$ cat src/rtl/spi_regfile.sv
// spi_regfile - SPI (mode 0) peripheral exposing a parameterised register file.
//
// A frame is rw (1 = write, 0 = read), then ADDR_W address bits, then DATA_W
// data bits, all MSB first. Writes land in the addressed register and pulse
// its write strobe. Reads shift the addressed register out on CIPO. All
// inputs are asynchronous to clk and are oversampled.
//
// Ports
//   clk        system clock (only clock)
//   rst_n      synchronous active-low reset
//   SCLK       SPI clock, mode 0, asynchronous
//   nCS        chip select, active low, asynchronous
//   COPI       controller-out data, asynchronous
//   CIPO       peripheral-out data (0 whenever CIPO_oe is 0)
//   CIPO_oe    output enable for CIPO
//   regs       flat register bus, register r at [r*DATA_W +: DATA_W]
//   wr_strobe  one-cycle pulse on the bit of the register just written
//   frame_err  one-cycle pulse on an aborted frame or write to a bad address
module spi_regfile #(
  parameter int DATA_W      = 8,
  parameter int NUM_REGS    = 5,
  parameter int ADDR_W      = 7,
  parameter int SYNC_STAGES = 2
) (
  input  logic                         clk,
  input  logic                         rst_n,
  input  logic                         SCLK,
  input  logic                         nCS,
  input  logic                         COPI,
  output logic                         CIPO,
  output logic                         CIPO_oe,
  output logic [NUM_REGS*DATA_W-1:0]   regs,
  output logic [NUM_REGS-1:0]          wr_strobe,
  output logic                         frame_err
);

  localparam int CNT_MAX  = (ADDR_W > DATA_W) ? ADDR_W : DATA_W;
  localparam int CNT_W    = $clog2(CNT_MAX + 1);
  localparam int SETTLE_W = $clog2(SYNC_STAGES + 2);
  localparam logic [SETTLE_W-1:0] SETTLE_CYC = SETTLE_W'(SYNC_STAGES + 1);

  typedef enum logic [2:0] {
    S_IDLE,
    S_CMD,
    S_DATA,
    S_COMMIT,
    S_DONE
  } state_t;

  // ---------------------------------------------------------------------------
  // Input synchronizers. Bit 0 is the newest sample; SCLK and nCS carry one
  // extra flop beyond the synchronizer for edge detection.
  // ---------------------------------------------------------------------------
  logic [SYNC_STAGES:0]   sclk_sync_q;
  logic [SYNC_STAGES:0]   ncs_sync_q;
  logic [SYNC_STAGES-1:0] copi_sync_q;

  always_ff @(posedge clk) begin
    if (!rst_n) begin
      sclk_sync_q <= '0;
      ncs_sync_q  <= '1;
      copi_sync_q <= '0;
    end else begin
      sclk_sync_q <= {sclk_sync_q[SYNC_STAGES-1:0], SCLK};
      ncs_sync_q  <= {ncs_sync_q[SYNC_STAGES-1:0], nCS};
      copi_sync_q <= {copi_sync_q[SYNC_STAGES-2:0], COPI};
    end
  end

  logic sclk_s, ncs_s, copi_s;
  logic sclk_rise, sclk_fall, ncs_fall, ncs_rise;

  assign sclk_s    = sclk_sync_q[SYNC_STAGES-1];
  assign ncs_s     = ncs_sync_q[SYNC_STAGES-1];
  assign copi_s    = copi_sync_q[SYNC_STAGES-1];
  assign sclk_rise =  sclk_s & ~sclk_sync_q[SYNC_STAGES];
  assign sclk_fall = ~sclk_s &  sclk_sync_q[SYNC_STAGES];
  assign ncs_fall  = ~ncs_s  &  ncs_sync_q[SYNC_STAGES];
  assign ncs_rise  =  ncs_s  & ~ncs_sync_q[SYNC_STAGES];

  // ---------------------------------------------------------------------------
  // Arming. The synchronizer resets to nCS=1, so the first cycles after reset
  // do not reflect the pin. Only once the whole chain has been refilled from
  // the pin is a high nCS trusted; otherwise a frame already running at reset
  // release would look like a fresh ncs_fall.
  // ---------------------------------------------------------------------------
  logic [SETTLE_W-1:0] settle_q;
  logic                armed_q;

  always_ff @(posedge clk) begin
    if (!rst_n) begin
      settle_q <= '0;
      armed_q  <= 1'b0;
    end else begin
      if (settle_q != SETTLE_CYC) begin
        settle_q <= settle_q + SETTLE_W'(1);
      end
      if ((settle_q == SETTLE_CYC) && ncs_s) begin
        armed_q <= 1'b1;
      end
    end
  end

  // ---------------------------------------------------------------------------
  // Frame state machine and datapath
  // ---------------------------------------------------------------------------
  state_t              state_q, state_d;
  logic [CNT_W-1:0]    cnt_q, cnt_d;
  logic [ADDR_W:0]     cmd_q, cmd_d;
  logic [DATA_W-1:0]   data_q, data_d;
  logic [DATA_W-1:0]   out_q, out_d;
  logic                err_q, err_d;
  logic                wr_en;
  logic [ADDR_W:0]     cmd_shift;
  logic [DATA_W-1:0]   rd_data;
  logic [DATA_W-1:0]   reg_q [NUM_REGS];
  logic [NUM_REGS-1:0] strobe_q;

  function automatic logic addr_ok(input logic [ADDR_W-1:0] addr);
    return ({1'b0, addr} < (ADDR_W + 1)'(NUM_REGS));
  endfunction

  assign cmd_shift = (cmd_q << 1) | (ADDR_W + 1)'(copi_s);

  // Read mux addressed by the command as it completes on the last address bit.
  always_comb begin
    rd_data = '0;
    for (int r = 0; r < NUM_REGS; r++) begin
      if (cmd_shift[ADDR_W-1:0] == ADDR_W'(r)) begin
        rd_data = reg_q[r];
      end
    end
  end

  always_ff @(posedge clk) begin
    if (!rst_n) begin
      state_q <= S_IDLE;
      cnt_q   <= '0;
      cmd_q   <= '0;
      data_q  <= '0;
      out_q   <= '0;
      err_q   <= 1'b0;
    end else begin
      state_q <= state_d;
      cnt_q   <= cnt_d;
      cmd_q   <= cmd_d;
      data_q  <= data_d;
      out_q   <= out_d;
      err_q   <= err_d;
    end
  end

  always_comb begin
    state_d = state_q;
    cnt_d   = cnt_q;
    cmd_d   = cmd_q;
    data_d  = data_q;
    out_d   = out_q;
    err_d   = 1'b0;
    wr_en   = 1'b0;

    case (state_q)
      S_IDLE: begin
        if (ncs_fall && armed_q) begin
          state_d = S_CMD;
          cnt_d   = CNT_W'(ADDR_W);
          cmd_d   = '0;
          out_d   = '0;
        end
      end

      S_CMD: begin
        if (ncs_rise) begin
          state_d = S_IDLE;
          err_d   = 1'b1;
        end else if (sclk_rise) begin
          cmd_d = cmd_shift;
          if (cnt_q == '0) begin
            state_d = S_DATA;
            cnt_d   = CNT_W'(DATA_W - 1);
            // Read data is captured here, so the MSB is on CIPO before the
            // first data-phase rising edge.
            if (!cmd_shift[ADDR_W] && addr_ok(cmd_shift[ADDR_W-1:0])) begin
              out_d = rd_data;
            end else begin
              out_d = '0;
            end
          end else begin
            cnt_d = cnt_q - CNT_W'(1);
          end
        end
      end

      S_DATA: begin
        if (ncs_rise) begin
          state_d = S_IDLE;
          err_d   = 1'b1;
        end else if (sclk_rise) begin
          data_d = (data_q << 1) | DATA_W'(copi_s);
          if (cnt_q == '0) begin
            state_d = S_COMMIT;
          end else begin
            cnt_d = cnt_q - CNT_W'(1);
          end
        end else if (sclk_fall && !cmd_q[ADDR_W] &&
                     (cnt_q != CNT_W'(DATA_W - 1))) begin
          // The falling edge between the last address bit and the first data
          // bit must keep the MSB in place; only falls that follow a data-bit
          // rise advance the shift-out register.
          out_d = out_q << 1;
        end
      end

      S_COMMIT: begin
        if (cmd_q[ADDR_W]) begin
          if (addr_ok(cmd_q[ADDR_W-1:0])) begin
            wr_en = 1'b1;
          end else begin
            err_d = 1'b1;
          end
        end
        // A deselect seen during this single cycle must not be lost.
        state_d = ncs_rise ? S_IDLE : S_DONE;
      end

      S_DONE: begin
        if (ncs_rise) begin
          state_d = S_IDLE;
        end
      end

      default: state_d = S_IDLE;
    endcase
  end

  // ---------------------------------------------------------------------------
  // Register file and write strobes
  // ---------------------------------------------------------------------------
  always_ff @(posedge clk) begin
    if (!rst_n) begin
      strobe_q <= '0;
      for (int r = 0; r < NUM_REGS; r++) begin
        reg_q[r] <= '0;
      end
    end else begin
      for (int r = 0; r < NUM_REGS; r++) begin
        strobe_q[r] <= wr_en && (cmd_q[ADDR_W-1:0] == ADDR_W'(r));
        if (wr_en && (cmd_q[ADDR_W-1:0] == ADDR_W'(r))) begin
          reg_q[r] <= data_q;
        end
      end
    end
  end

  genvar gi;
  generate
    for (gi = 0; gi < NUM_REGS; gi++) begin : gen_regs_out
      assign regs[gi*DATA_W +: DATA_W] = reg_q[gi];
    end
  endgenerate

  assign wr_strobe = strobe_q;
  assign frame_err = err_q;

  // ---------------------------------------------------------------------------
  // CIPO drive: only during the data/commit/done part of a read frame while
  // the peripheral is still selected.
  // ---------------------------------------------------------------------------
  assign CIPO_oe = !cmd_q[ADDR_W] && !ncs_s &&
                   ((state_q == S_DATA) || (state_q == S_COMMIT) ||
                    (state_q == S_DONE));
  assign CIPO    = CIPO_oe & out_q[DATA_W-1];

endmodule
$ cat config.mk
export PLATFORM = sky130hd
export DESIGN_NAME = spi_regfile
export DESIGN_NICKNAME = d
export VERILOG_FILES = /design/src/rtl/spi_regfile.sv
export SDC_FILE = /design/constraint.sdc
export NUM_CORES = 1
export LEC_CHECK = 0
export CAP_MARGIN = 20
export CELL_PAD_IN_SITES_DETAIL_PLACEMENT = 1
export CELL_PAD_IN_SITES_GLOBAL_PLACEMENT = 2
export CORE_UTILIZATION = 35
export CTS_CLUSTER_DIAMETER = 50
export DETAILED_ROUTE_END_ITERATION = 10
export GPL_TIMING_DRIVEN = 0
export PLACE_DENSITY = 0.86
export SLEW_MARGIN = 10
export SYNTH_ARGS = -nofsm -noshare
export SYNTH_HDL_FRONTEND = slang
export SYNTH_SLANG_ARGS = --single-unit
$ cat constraint.sdc
create_clock -name clk -period 3.2 [get_ports clk]
set_clock_uncertainty 0.1 [all_clocks]
set_input_delay 0.48 -clock clk [delete_from_list [all_inputs] [get_ports clk]]
set_output_delay 0.48 -clock clk [all_outputs]
set_load 0.1 [all_outputs]
-- Yosys cells after proc, flatten, opt, wreduce, memory -nomap -nowiden
Memory sizes are Yosys's and may differ from the RTL's.
Cells that the tools add are included.
- mux-type cells: 63
- reductions and logical operators: 29
- bitwise logic cells: 17
- magnitude comparators: 2
- equality and inequality tests: 29
- add/subtract/negate cells: 2
- operators by type and width (cell ; number):
    8-bit 2-to-1 mux ; 20
    7-bit by 2-bit == test with 1-bit output (second input constant) ; 4
    4-bit 2-to-1 mux ; 7
    3-bit 2-to-1 mux ; 9
    8-bit case mux with 3 select lines ; 1
    1-bit 2-to-1 mux ; 22
    2-bit inequality test (second input constant) ; 11
    8-bit by 1-bit bitwise OR with 8-bit output ; 2
    8-bit case mux with 2 select lines ; 1
    3-bit case mux with 5 select lines ; 1
    7-bit by 1-bit == test with 1-bit output (second input constant) ; 2
    7-bit by 3-bit == test with 1-bit output (second input constant) ; 2
    7-bit logical NOT ; 2
    7-bit by 3-bit less-than comparator with 1-bit output (second input constant) ; 2
    1-bit logical AND ; 12
    3-bit inequality test (second input constant) ; 4
    4-bit case mux with 3 select lines ; 1
    8-bit AND reduction ; 1
    7-bit AND reduction ; 1
    3-bit by 2-bit == test with 1-bit output (second input constant) ; 2
    6-bit AND reduction ; 1
    1-bit bitwise AND ; 5
    1-bit inverter ; 5
    1-bit bitwise OR ; 5
    16 further kinds ; 19
- memories kept: 1
- output and inout bits: 48
- register bits: 48
- input bits: 5
- RAM bits: 40
- memories (name ; words ; bits a word ; rd ports ; clocked after memory_dff ; write ports ; line ; source):
    reg_q ; 5 ; 8 ; 5 ; 0 ; 5 ; 116 ; logic [DATA_W-1:0] reg_q [NUM_REGS];

-- Logic depth before layout (Yosys ltp)
- depth in word-level cells: 12
- mapped depth: 6

-- Worst setup path after synthesis
No wires, ideal clock.
- path type: reg2out
- start: register state_q[2]
- end: output port CIPO
- buffers on the path: 1
- path slack: -1.156 ns
- arrival: 3.776 ns
- cell stages (with the launch flop): 5
- cells stage by stage: dfxtp_1 clkbuf_1 a21oi_1 nor3_1 and2_1
- cells in the longest elaborated chain, start to end: 5
- elaborated cells on any way between the ends: 7
- those cells by class: eq/ne (3); bitwise (1); reduce/logical (3)
- ends and longest elaborated chain (what ; line ; source):
    start, declared ; 107 ; state_t state_q, state_d;
    start signal, assigned ; 144 ; state_q <= state_d;
    3-bit by 2-bit == test with 1-bit output ; 270 ; ((state_q == S_DATA) || (state_q == S_COMMIT) ||
    1-bit logical OR ; 270 ;
    1-bit logical OR (*) ; 270 ;
    1-bit logical AND (*) ; 269 ; assign CIPO_oe = !cmd_q[ADDR_W] && !ncs_s &&
    named net CIPO_oe ; 31 ; output logic CIPO_oe,
    1-bit bitwise AND (*) ; 272 ; assign CIPO = CIPO_oe & out_q[DATA_W-1];
    end, declared ; 30 ; output logic CIPO,
Mark *: on every way through the listed nets, which the timed path passes. The rest lies on a longest branch.

-- Final worst setup path
- start: register state_q[2]
- end: output port CIPO_oe
- cells in the longest elaborated chain, start to end: 4
- elaborated cells on any way between the ends: 6
- those cells by class: eq/ne (3); reduce/logical (3)
- ends and longest elaborated chain (what ; line):
    3-bit by 2-bit == test with 1-bit output ; 270
    1-bit logical OR ; 270
    1-bit logical OR (*) ; 270
    1-bit logical AND (*) ; 269
    end, declared ; 31
Mark *: on every way between the ends. The rest lies on a longest branch, timed or not.

==> flow_metrics.env <==
export IMPL_status="complete, no violations"
export IMPL_min_delay_worst_endpoint="ncs_sync_q[1]"
export IMPL_ys_warn_count=0
export IMPL_synthTopCellsByArea="edfxtp_1 31%, dfxtp_1 24%, mux2i_1 4.6%"
export IMPL_cts_htree_levels=3
export IMPL_start_util_pct=36.1
export IMPL_r2r_slack_ns=0.31
export IMPL_netlist_instances=374
export IMPL_finalCriticalPeriod_ns=2.99
export IMPL_r2r_end="reg_q[0][24]"
export IMPL_report_final_slew_viol_count=0
export IMPL_grt_pass1_vias=3321
export IMPL_synth_top_flop_cell="dfxtp_1"
export IMPL_viasPerCell=5.41
export IMPL_timing_rr_start="state_q[0]"
export IMPL_critical_path_slowest_cell="dlygate4sd2_1"
export IMPL_core_mm2=0.0109
export IMPL_avgSynthCellArea_um2=10.5
export IMPL_clk_latency_ns=0.36
export IMPL_row_count=38
export IMPL_die_area_mm2=0.0117
export IMPL_nNetsFinal=446
export IMPL_synth_edf_count=40
export IMPL_hold_path_startpoint="ncs_sync_q[0]"
export IMPL_setup_viol=0
export IMPL_firstDrtPassIters=5
export IMPL_syn_num_nets=382
export IMPL_clockBufferDepth=2
export IMPL_drt_initial_drc_count=105
export IMPL_cts_buffers=9
export IMPL_syn_area_mm2=0.00393
export IMPL_dieHeight_um=108
export IMPL_wl_per_cell_um=19.4
export IMPL_netlist_top_cells_count="48 x dfxtp_1, 40 x edfxtp_1, 29 x nor2_1"
export IMPL_path_clk_slew_ns=0.10
export IMPL_synth_top_area_share_pct=30.5
export IMPL_io_pins=53
export IMPL_cts_setup_buffers=0
export IMPL_drive_gt1_share_pct=8.35
export IMPL_tightest_slew_ns=1.04
export IMPL_cp_top_family="buffers and inverters"
export IMPL_critPathLaunchType="register"
export IMPL_place_area_mm2=0.00466
export IMPL_antenna_found_initial=0
export IMPL_hold_class="register to register"
export IMPL_yosysTopAreaCell="edfxtp_1"
export IMPL_timing_setup_tns_ns=0
export IMPL_leakage_nw=1.72
export IMPL_cts_tree="done"
export IMPL_cap_violations=0
export IMPL_cts_sinks=88
export IMPL_ir_drop_uv=357
export IMPL_syn_to_final_growth_pct=23.4
export IMPL_worstPathArrival_ns=2.41
export IMPL_via_count=3154
export IMPL_end_kind="primary output"
export IMPL_max_slew_margin_pct=30.3
export IMPL_drt_total_wl_um=11300
export IMPL_grtUsageTotal_pct=20.4
export IMPL_power_mw=2.30
export IMPL_holdWs_ns=0.317
export IMPL_grt_max_degree=17
export IMPL_async_flop_share_pct=0
export IMPL_grt_ovfl_total=0
export IMPL_max_stage_delay_ns=0.88
export IMPL_stdcell_area_mm2=0.00485
export IMPL_num_antenna_cells=0
export IMPL_powerDensity_mw_per_mm2=474
export IMPL_critPathKind="register to primary output"
export IMPL_hold_viol=0
export IMPL_holdPathStages=1
export IMPL_grt_pass1_wl_um=17800
export IMPL_place_congestion=0.821
export IMPL_path_cells="clkbuf_1 > a21oi_1 > nor3_4 > dlygate4sd2_1"
export IMPL_crit_required_ns=2.62
export IMPL_io_buffer_count=52
export IMPL_cts_root_buffer="clkbuf_8"
export IMPL_synth_most_common_cell="dfxtp_1"
export IMPL_drcViolationCount=0
export IMPL_synth_seq_area_share_pct=55.0
export IMPL_min_period_over_period_pct=93.4
export IMPL_cp_buffers_inverters=2
export IMPL_final_antenna_net_count=0
export IMPL_timing_fmax_mhz=334
export IMPL_synth_seq_cells=88
export IMPL_yosysUniqueCellTypes=55
export IMPL_holdBufCountCts=0
export IMPL_rsz0062_at_grt="false"
export IMPL_reg2reg_depth=5
export IMPL_dp_final_hpwl_um=8070
export IMPL_crit_path_max_fanout=10
export IMPL_die_width_um=108
worst register-to-register path, stage by stage, from the launching register on:
cell and delay, ns:
dfxtp_1 0.31, buf_2 0.18, buf_2 0.25, nand4_1 0.24, or4b_1 0.66, o21ai_1 0.77
where the power goes:
part / total, mW / internal, mW / switching, mW
logic: 0.271 / 0.0667 / 0.205
clock network: 0.801 / 0.369 / 0.432
registers: 1.23 / 1.20 / 0.0227
total: 2.30 / 1.64 / 0.660
repair_timing:
action / CTS / global route
endpoints found under the hold margin: 0 / 0
gates cloned: 0 / 0
endpoints found under the setup margin: 2 / 1
gates resized for setup: 2 / 2
cell families (layout without fill, tap and decap cells):
logic type / after synthesis / in the layout / share of synthesized area, %
AO/OA/AOI/OAI: 93 / 93 / 14.8
flip-flops: 88 / 88 / 55.0
AND/OR/NAND/NOR: 133 / 133 / 20.0
buffers and inverters: 36 / 105 / 4.01
XOR/XNOR: 3 / 3 / 0.668
multiplexers: 18 / 18 / 4.58
adder cells (fa/ha/maj): 3 / 3 / 0.954
layer usage:
| metal | up-vias | part of all wire, % | track usage, % |
|---|---|---|---|
| li1 | 1508 | - | - |
| met1 | 1581 | 46 | 25.7 |
| met2 | 52 | 50 | 34.8 |
| met3 | 13 | 3.1 | 4.04 |
| met4 | 0 | 1.2 | 6.46 |
| met5 | - | 0 | 0 |
how the worst max path moves through the flow:
stage / depth (start not counted) / end / startpoint
after detailed placement: 4 / reg_q[0][25] / rst_n
after floorplan: 4 / CIPO / state_q[2]
after global placement: 4 / reg_q[0][25] / rst_n
after global routing: 4 / CIPO_oe / state_q[2]
after CTS: 5 / CIPO / state_q[2]
final: 4 / CIPO_oe / state_q[2]
registers in the layout, indices dropped and copies added (netlist names), 2 cells and up:
name         count
cmd_q            8
cnt_q            4
copi_sync_q      2
data_q           8
ncs_sync_q       3
out_q            8
reg_q           40
sclk_sync_q      3
settle_q         2
state_q          3
wr_strobe        5
final cells by class:
| class | instances | area [µm²] |
|---|---|---|
| plain buffers | 22 | 105 |
| clock buffers | 9 | 124 |
| clock inverters | 7 | 77.6 |
| fillers | 1198 | 6030 |
| inverters | 14 | 52.6 |
| multi-input cells | 250 | 1640 |
| flip-flops and latches | 88 | 2160 |
| well taps | 140 | 175 |
| repair buffers | 53 | 522 |
per-stage QoR:
stage	setup WS (ns)	std cells	utilization [%]
floorplan	0.187	374	-
global placement	-0.394	566	42.6
detailed placement	-0.0630	567	42.8
CTS	0.0621	583	44.6
global route	0.0807	583	44.6
finish	0.210	583	44.6
placed cells by master (no fill, tap or decap), drive strengths merged, types with 3 or more instances in the layout:
cell type and n:
nor3 23, o31ai 3, and2 14, or4 3, a21oi 24, mux2i 18
clkbuf 25, nand2b 23, inv 17, nor3b 4, dfxtp 48, ha 3
or3b 3, o21ai 21, nand4 9, nand3 3, nor4b 4, nor4 3
o211ai 7, a211oi 14, a31oi 10, clkdlybuf4s50 50, nand2 4, nor2 29
a21o 3, edfxtp 40, buf 8
Power figures use the tool's default switching activity.
